$ cat config.mk
export PLATFORM = sky130hd
export DESIGN_NAME = envelope_shaper
export DESIGN_NICKNAME = d
export VERILOG_FILES = /design/src/rtl/envelope_pkg.sv /design/src/rtl/edge_sync.sv /design/src/rtl/envelope_shaper.sv
export SDC_FILE = /design/constraint.sdc
export NUM_CORES = 1
export LEC_CHECK = 0
export ABC_AREA = 1
export CAP_MARGIN = 10
export CORE_MARGIN = 4
export CORE_UTILIZATION = 45
export DETAILED_ROUTE_END_ITERATION = 10
export GPL_TIMING_DRIVEN = 1
export PLACE_DENSITY = 0.63
export REMOVE_ABC_BUFFERS = 1
export SYNTH_ARGS = -nofsm -noshare
export SYNTH_HDL_FRONTEND = slang
export SYNTH_SLANG_ARGS = --single-unit
$ cat constraint.sdc
create_clock -name clk -period 18.3 [get_ports clk]
set_input_delay 3.66 -clock clk [delete_from_list [all_inputs] [get_ports clk]]
set_output_delay 3.66 -clock clk [all_outputs]
set_load 0.01 [all_outputs]
$ cat src/rtl/envelope_pkg.sv
// Envelope shaper shared definitions.
// State encoding and full-scale envelope derivation.
package envelope_pkg;

  typedef enum logic [2:0] {
    ST_IDLE    = 3'd0,
    ST_ATTACK  = 3'd1,
    ST_DECAY   = 3'd2,
    ST_SUSTAIN = 3'd3,
    ST_RELEASE = 3'd4
  } env_state_e;

  // All-ones value of a w-bit unsigned envelope (unity gain).
  function automatic logic [31:0] env_max_f(input int unsigned w);
    return (32'd1 << w) - 32'd1;
  endfunction

endpackage

$ cat src/rtl/edge_sync.sv
// Two-flop synchroniser with rising-edge detector.
// No edge is reported until the chain holds post-reset samples.
module edge_sync (
  input  logic clk,
  input  logic reset,
  input  logic async_in,
  output logic tick
);

  logic       sync1_q, sync1_d;
  logic       sync2_q, sync2_d;
  logic       prev_q, prev_d;
  logic [2:0] fill_q, fill_d;

  // Shift the input through the chain; fill marks valid stages.
  always_comb begin
    sync1_d = async_in;
    sync2_d = sync1_q;
    prev_d  = sync2_q;
    fill_d  = {fill_q[1:0], 1'b1};
  end

  // Chain registers.
  always_ff @(posedge clk or posedge reset) begin
    if (reset) begin
      sync1_q <= 1'b0;
      sync2_q <= 1'b0;
      prev_q  <= 1'b0;
      fill_q  <= '0;
    end else begin
      sync1_q <= sync1_d;
      sync2_q <= sync2_d;
      prev_q  <= prev_d;
      fill_q  <= fill_d;
    end
  end

  assign tick = sync2_q & ~prev_q & fill_q[2];

endmodule

$ cat src/rtl/envelope_shaper.sv
// ADSR envelope generator and sample multiplier.
// Envelope steps once per lrclk tick; output latency is two clocks.
module envelope_shaper
  import envelope_pkg::*;
#(
  parameter int BITSIZE = 24,
  parameter int ENVSIZE = 16
) (
  input  logic               clk,
  input  logic               reset,
  input  logic               lrclk,
  input  logic               gate,
  input  logic [BITSIZE-1:0] in_sample,
  input  logic [ENVSIZE-1:0] attack_step,
  input  logic [ENVSIZE-1:0] decay_step,
  input  logic [ENVSIZE-1:0] release_step,
  input  logic [ENVSIZE-1:0] sustain_level,
  output logic [BITSIZE-1:0] out_sample,
  output logic               out_valid,
  output logic [ENVSIZE-1:0] env_level,
  output logic               busy
);

  localparam int PW = BITSIZE + ENVSIZE + 1;
  localparam logic [ENVSIZE-1:0] ENV_MAX =
    ENVSIZE'(env_max_f(ENVSIZE));
  localparam logic [ENVSIZE:0] ENV_MAX_X = {1'b0, ENV_MAX};

  env_state_e             state_q, state_d;
  logic [ENVSIZE-1:0]     env_q, env_d;
  logic signed [PW-1:0]   prod_q, prod_d;
  logic                   pv_q, pv_d;
  logic [BITSIZE-1:0]     out_q, out_d;
  logic                   ov_q, ov_d;
  logic                   tick;
  logic [ENVSIZE:0]       up, dn_dec, dn_rel;

  edge_sync u_sync (
    .clk      (clk),
    .reset    (reset),
    .async_in (lrclk),
    .tick     (tick)
  );

  // Widened step arithmetic so saturation never wraps.
  always_comb begin
    up     = {1'b0, env_q} + {1'b0, attack_step};
    dn_dec = {1'b0, env_q} - {1'b0, decay_step};
    dn_rel = {1'b0, env_q} - {1'b0, release_step};
  end

  // Next state and envelope; gate changes win over rate moves.
  always_comb begin
    state_d = state_q;
    env_d   = env_q;
    if (tick) begin
      unique case (state_q)
        ST_IDLE: begin
          if (gate) state_d = ST_ATTACK;
        end
        ST_ATTACK: begin
          if (!gate) begin
            state_d = ST_RELEASE;
          end else if (attack_step == '0 || up >= ENV_MAX_X) begin
            env_d   = ENV_MAX;
            state_d = ST_DECAY;
          end else begin
            env_d = up[ENVSIZE-1:0];
          end
        end
        ST_DECAY: begin
          if (!gate) begin
            state_d = ST_RELEASE;
          end else if (decay_step == '0 || env_q <= sustain_level ||
                       dn_dec[ENVSIZE] ||
                       dn_dec[ENVSIZE-1:0] <= sustain_level) begin
            env_d   = sustain_level;
            state_d = ST_SUSTAIN;
          end else begin
            env_d = dn_dec[ENVSIZE-1:0];
          end
        end
        ST_SUSTAIN: begin
          if (!gate) state_d = ST_RELEASE;
          else       env_d   = sustain_level;
        end
        ST_RELEASE: begin
          if (gate) begin
            state_d = ST_ATTACK;
          end else if (release_step == '0 || dn_rel[ENVSIZE] ||
                       dn_rel[ENVSIZE-1:0] == '0) begin
            env_d   = '0;
            state_d = ST_IDLE;
          end else begin
            env_d = dn_rel[ENVSIZE-1:0];
          end
        end
        default: begin
          state_d = ST_IDLE;
          env_d   = '0;
        end
      endcase
    end
  end

  // Multiply with the updated envelope, then scale and truncate.
  always_comb begin
    prod_d = tick
      ? PW'($signed(in_sample)) * PW'($signed({1'b0, env_d}))
      : prod_q;
    pv_d   = tick;
    out_d  = pv_q ? BITSIZE'(prod_q >>> ENVSIZE) : out_q;
    ov_d   = pv_q;
  end

  // State, envelope and pipeline registers.
  always_ff @(posedge clk or posedge reset) begin
    if (reset) begin
      state_q <= ST_IDLE;
      env_q   <= '0;
      prod_q  <= '0;
      pv_q    <= 1'b0;
      out_q   <= '0;
      ov_q    <= 1'b0;
    end else begin
      state_q <= state_d;
      env_q   <= env_d;
      prod_q  <= prod_d;
      pv_q    <= pv_d;
      out_q   <= out_d;
      ov_q    <= ov_d;
    end
  end

  // Output decode.
  always_comb begin
    busy       = (state_q != ST_IDLE);
    env_level  = env_q;
    out_sample = out_q;
    out_valid  = ov_q;
  end

endmodule

After elaboration in Yosys (flattened, before gate mapping) --
Index checks and enable logic that the tools add are counted.
Storage, ports and cells: word-level logic and storage cells 60, input port bits 92, bits in registers 91
Operators by class: multiply operators 1, reductions and logical operators 13, bitwise logic cells 3, order comparisons 3, equal/unequal tests 9, add/sub/neg operators 3, mux-type cells 18
Operator list (number):
- 16-bit two-way mux | 8
- 16-bit case mux with 5 select lines | 1
- 16-bit zero test | 4
- 24-bit by 17-bit multiplier with 40-bit output | 1
- 16-bit by 16-bit subtractor with 17-bit output | 2
- 16-bit <= comparator | 2
- 3-bit two-way mux | 8
- 16-bit by 16-bit adder with 17-bit output | 1
- 17-bit by 16-bit greater-or-equal comparator with 1-bit output (second input constant) | 1
- 3-bit case mux with 5 select lines | 1
- 3-bit inequality test (second input constant) | 3
- 3-bit by 2-bit == test with 1-bit output (second input constant) | 2
- 1-bit logical OR | 6
- 6-bit AND reduction | 1
- 2-bit inequality test (second input constant) | 2
- 3-bit by 1-bit == test with 1-bit output (second input constant) | 1
- 3-bit == test (second input constant) | 1
- 3-bit zero test | 1
- 3-bit nonzero test | 1
- 1-bit bitwise AND | 2
- 1-bit inverter | 1

Logic depth before layout (Yosys ltp) --
depth in word-level cells 9, gate-level depth with buffers 57, gate-level depth less buffers 55

Cells and area by module --
From an unflattened synthesis, not the netlist that was laid out.
Second synthesis, totals: cell total of the unflattened synthesis 2915, area, all modules 21697.1 um2
By module, submodules not included:
- envelope_shaper | instances 1, sequential area each 1726.7 um2, cells an instance 2905, area an instance 21529.4 um2
- edge_sync | instances 1, sequential area each 150.1 um2, cells an instance 10, area an instance 167.7 um2

Worst setup path before layout --
Ideal clock, no wire load.
path type input to register, start point input port decay_step[0], end point register prod_q[35], arrival 11.416 ns, path buffers 2, path slack 6.752 ns, stages on the path 46, cells stage by stage ha_1 fa_1 nand3b_1 nand2_1 nand3_1 nand3_1 nand3_1 nand2_1 xor2_1 ha_1 nand2_1 nor3_1 nand2_1 a21oi_1 nand3_1 inv_1 buf_4 nand2_1 [... 10 more ...] fa_1 inv_1 fa_1 fa_1 fa_1 inv_1 fa_1 inv_1 ha_1 a21oi_1 nor2_1 nor2_1 o21ai_0 a21oi_1 nand2_1 or2_2 nand3_1 o21ai_0
Between the ends: longest elaborated chain between the ends 9, elaborated cells between the ends (all ways) 11
Ends and longest elaborated chain:
- start: declaration | RTL line envelope_shaper.sv:15 | input logic [ENVSIZE-1:0] decay_step,
- branches (longest 4 deep; another with 16-bit by 16-bit subtractor with 17-bit output)
- 16-bit two-way mux * | RTL line envelope_shaper.sv:74 | end else if (decay_step == '0 || env_q <= sustain_level ||
- 16-bit two-way mux * | RTL line envelope_shaper.sv:72 | if (!gate) begin
- 16-bit case mux with 5 select lines * | RTL line envelope_shaper.sv:57 | unique case (state_q)
- 16-bit two-way mux * | RTL line envelope_shaper.sv:56 | if (tick) begin
- 24-bit by 17-bit multiplier with 40-bit output * | RTL line envelope_shaper.sv:109 | ? PW'($signed(in_sample)) * PW'($signed({1'b0, env_d}))
- end signal: assignment | RTL line envelope_shaper.sv:128 | prod_q <= prod_d;
- end: declaration | RTL line envelope_shaper.sv:31 | logic signed [PW-1:0] prod_q, prod_d;
Every way passes the cells marked *. A chain may end at the register's enable or synchronous reset.

Worst setup path after layout --
start point input port decay_step[5], end point register prod_q[29]
The elaborated chain is that of the path after synthesis.

==> results_dict.tcl <==
set metrics [dict create \
    via_per_inst 5.411 \
    cts_hold_buf 0 \
    initial_core_util 0.4556 \
    period_needed_ns 14.68 \
    path_clk_slew_ns 0.06 \
    place_inst 3558 \
    yosys_most_used_dff "dfrtp_1" \
    chipHeight_um 228.1 \
    finClkSkew_ns 0.02192 \
    topRoutingLayerUsed "met5" \
    crit_family "simple AND/OR/NAND/NOR gates" \
    place.gp.congestion 0.9094 \
    worst_r2r_endpoint "prod_q[29]" \
    crit_top_cell "nand3_1" \
    max_slew_margin 0.1975 \
    post-route-drc-count 0 \
    tightest_slew_ns 1.199 \
    slowest_stage "nand4_1" \
    fillerInstances 4706 \
    critical_path_class "primary input to flop" \
    async_reset_ff_frac 1.000 \
    ys_ff_latch 75 \
    overflow 0 \
    clk_latency_ns 0.37 \
    cts_resized 0 \
    vias 19350 \
    status "finished, final reports clean" \
    diodes 0 \
    drtIter0Drc 1664 \
    r2r_cells 40 \
    dr.pass1.iters 6 \
    wl_mm 69.29 \
    finalNonFillerCells 3575 \
    max_cap_viol_count 0 \
    core_area_um2 47850 \
    slowest_delay_ns 0.90 \
    crit_cells 44 \
    synth_cells 2883 \
    avgSynthCellArea_um2 7.562 \
    yosysUniqueCellTypes 58 \
    finalHoldViolCount 0 \
    r2r_start "env_level[1]" \
    r2r_slack_ns 6.63 \
    die_w_um 228.1 \
    hold_path_class "flop to flop" \
    rsz0062_at_grt "no" \
    final_layout_size_suffix_gt1_frac 0.05304 \
    syn_to_final_growth_pct 9.464 \
    endpoint "prod_q[29]" \
    wl_per_cell_um 19.38 \
    antenna_left 0 \
    met1_length_mm 29.77 \
    setup_viol 0 \
    grt_start_max_net_pins 76 \
    track_usage 0.2695 \
    cts_sinks 75 \
    fmax_mhz 68.14 \
    io-pin-count 134 \
    synth_area_um2 21800 \
    portBuffers 133 \
    dp_hpwl_mm 56.49 \
    wl_met2_mm 31.25 \
    cts_max_level 3 \
    synth_warnings 0 \
    rows 80 \
    drv_slew 0 \
    fin_ws_ns 3.624 \
    die-area_um2 52030 \
    grt_pass1_wl_mm 110.2 \
    grt_antenna_before_repair 1 \
    post-place-ws_ns 3.584 \
    dr_wl_met3_mm 5.466 \
    synth_seq_area_share 0.08609 \
    numCtsBuffers 9 \
    post-cts-setup-buffers 0 \
    grt_pass1_vias 20030 \
    critPathCaptureType "flop" \
    start_kind "primary input" \
    synth_edf_count 0 \
    cts_tree "built" \
    cp_max_fo 20 \
    worstPathBufferInverterCount 8 \
    clock-root-buffer "clkbuf_16" \
    fin_nets 3596 \
    max-clock-path-buffers 2 \
    timing.final.crit_share 0.8020 \
    worst_ep_required_time_ns 18.51 \
    crit_path_start "decay_step[5]" \
    tns_ns 0 \
    critical_path_arrival_ns 14.89 \
]
cells in the mapped netlist (25+ instances only):
master	instances	share of area
dfrtp_1	75	0.086
fa_1	373	0.34
nor2_1	297	0.051
nand2_1	479	0.082
nand4_1	34	0.0098
clkbuf_1	28	0.0048
nand2_2	29	0.0083
nand3_1	224	0.051
or2_2	25	0.0072
inv_1	684	0.12
ha_1	176	0.10
a21oi_1	124	0.028
o21ai_0	65	0.015
sequential cells by signal, indices dropped and copies added (netlist names):
| signal | flops |
|---|---|
| env_level | 16 |
| out_sample | 24 |
| out_valid | 1 |
| ov_d | 1 |
| prod_q | 24 |
| state_q | 3 |
| u_sync.fill_q | 3 |
| u_sync.prev_d | 1 |
| u_sync.prev_q | 1 |
| u_sync.sync1_q | 1 |
routing by layer:
metal  track usage  up-vias
met4       0.09835        2
li1              -     8902
met2        0.4265      767
met5             0        -
met3       0.05177      145
met1        0.3706     9530
final cells by class:
class	instances	area [um^2]	area share
tap	615	769.5	0.03224
sequential	75	1877	0.07865
clock inverter	7	82.58	0.003460
inverter	705	2655	0.1113
timing repair buffer	149	1454	0.06092
multi-input combinational	2015	16800	0.7040
clock buffer	9	225.2	0.009437
cell families after synthesis:
group | Yosys count | synth area share
flip-flops | 75 | 0.08609
adder cells (fa/ha/maj) | 549 | 0.4435
other | 1 | 0.0001720
XOR/XNOR | 41 | 0.01682
AND/OR/NAND/NOR | 1158 | 0.2370
AO/OA/AOI/OAI | 253 | 0.06583
multiplexers | 13 | 0.006715
buffers and inverters | 793 | 0.1438
placed cells by master, fill, tap and decap left out, types with 7 or more instances in the layout:
cell type,synthesis,routed
clkbuf_16,0,9
a22oi_1,13,13
clkdlybuf4s50_1,0,132
ha_1,176,176
a21oi_1,124,124
nand2_2,29,29
nand3_2,9,9
nand3_1,224,224
mux2_2,13,13
nor2_2,13,13
nand2_1,479,479
nor2_1,297,296
a21o_1,7,7
or2_2,25,25
a31oi_1,12,12
inv_2,11,11
o21ai_0,65,65
fa_1,373,373
nand4_1,34,34
clkinv_1,9,9
buf_4,8,15
dfrtp_1,75,75
inv_1,684,683
nor3_1,14,13
xnor2_1,18,18
nand3b_1,10,10
xor2_1,22,22
worst min path at each step:
| stage | startpoint | end | slack [ns] | cells after the start |
|---|---|---|---|---|
| detailed placement | u_sync.sync1_q | u_sync.prev_d | 0.33 | 0 |
| floorplan | u_sync.fill_q[0] | u_sync.fill_q[1] | 0.33 | 0 |
| global placement | u_sync.sync1_q | u_sync.prev_d | 0.33 | 0 |
| CTS | u_sync.sync1_q | u_sync.prev_d | 0.35 | 0 |
| finish | u_sync.sync1_q | u_sync.prev_d | 0.35 | 0 |
| global route | u_sync.fill_q[0] | u_sync.fill_q[1] | 0.36 | 0 |
per-stage QoR:
stage | util | hold slack (ns) | instance area [um^2]
2_1_floorplan | - | 0.3312 | 21320
5_1_grt | 0.4988 | 0.3602 | 23860
4_1_cts | 0.4985 | 0.3493 | 23850
3_5_place_dp | 0.4920 | 0.3347 | 23540
6_report | 0.4988 | 0.3482 | 23860
3_3_place_gp | 0.4920 | 0.3330 | 23540
Power is left out: the tool's default activity adds up to more than one toggle a clock period on the data nets, which glitch-free logic cannot reach.
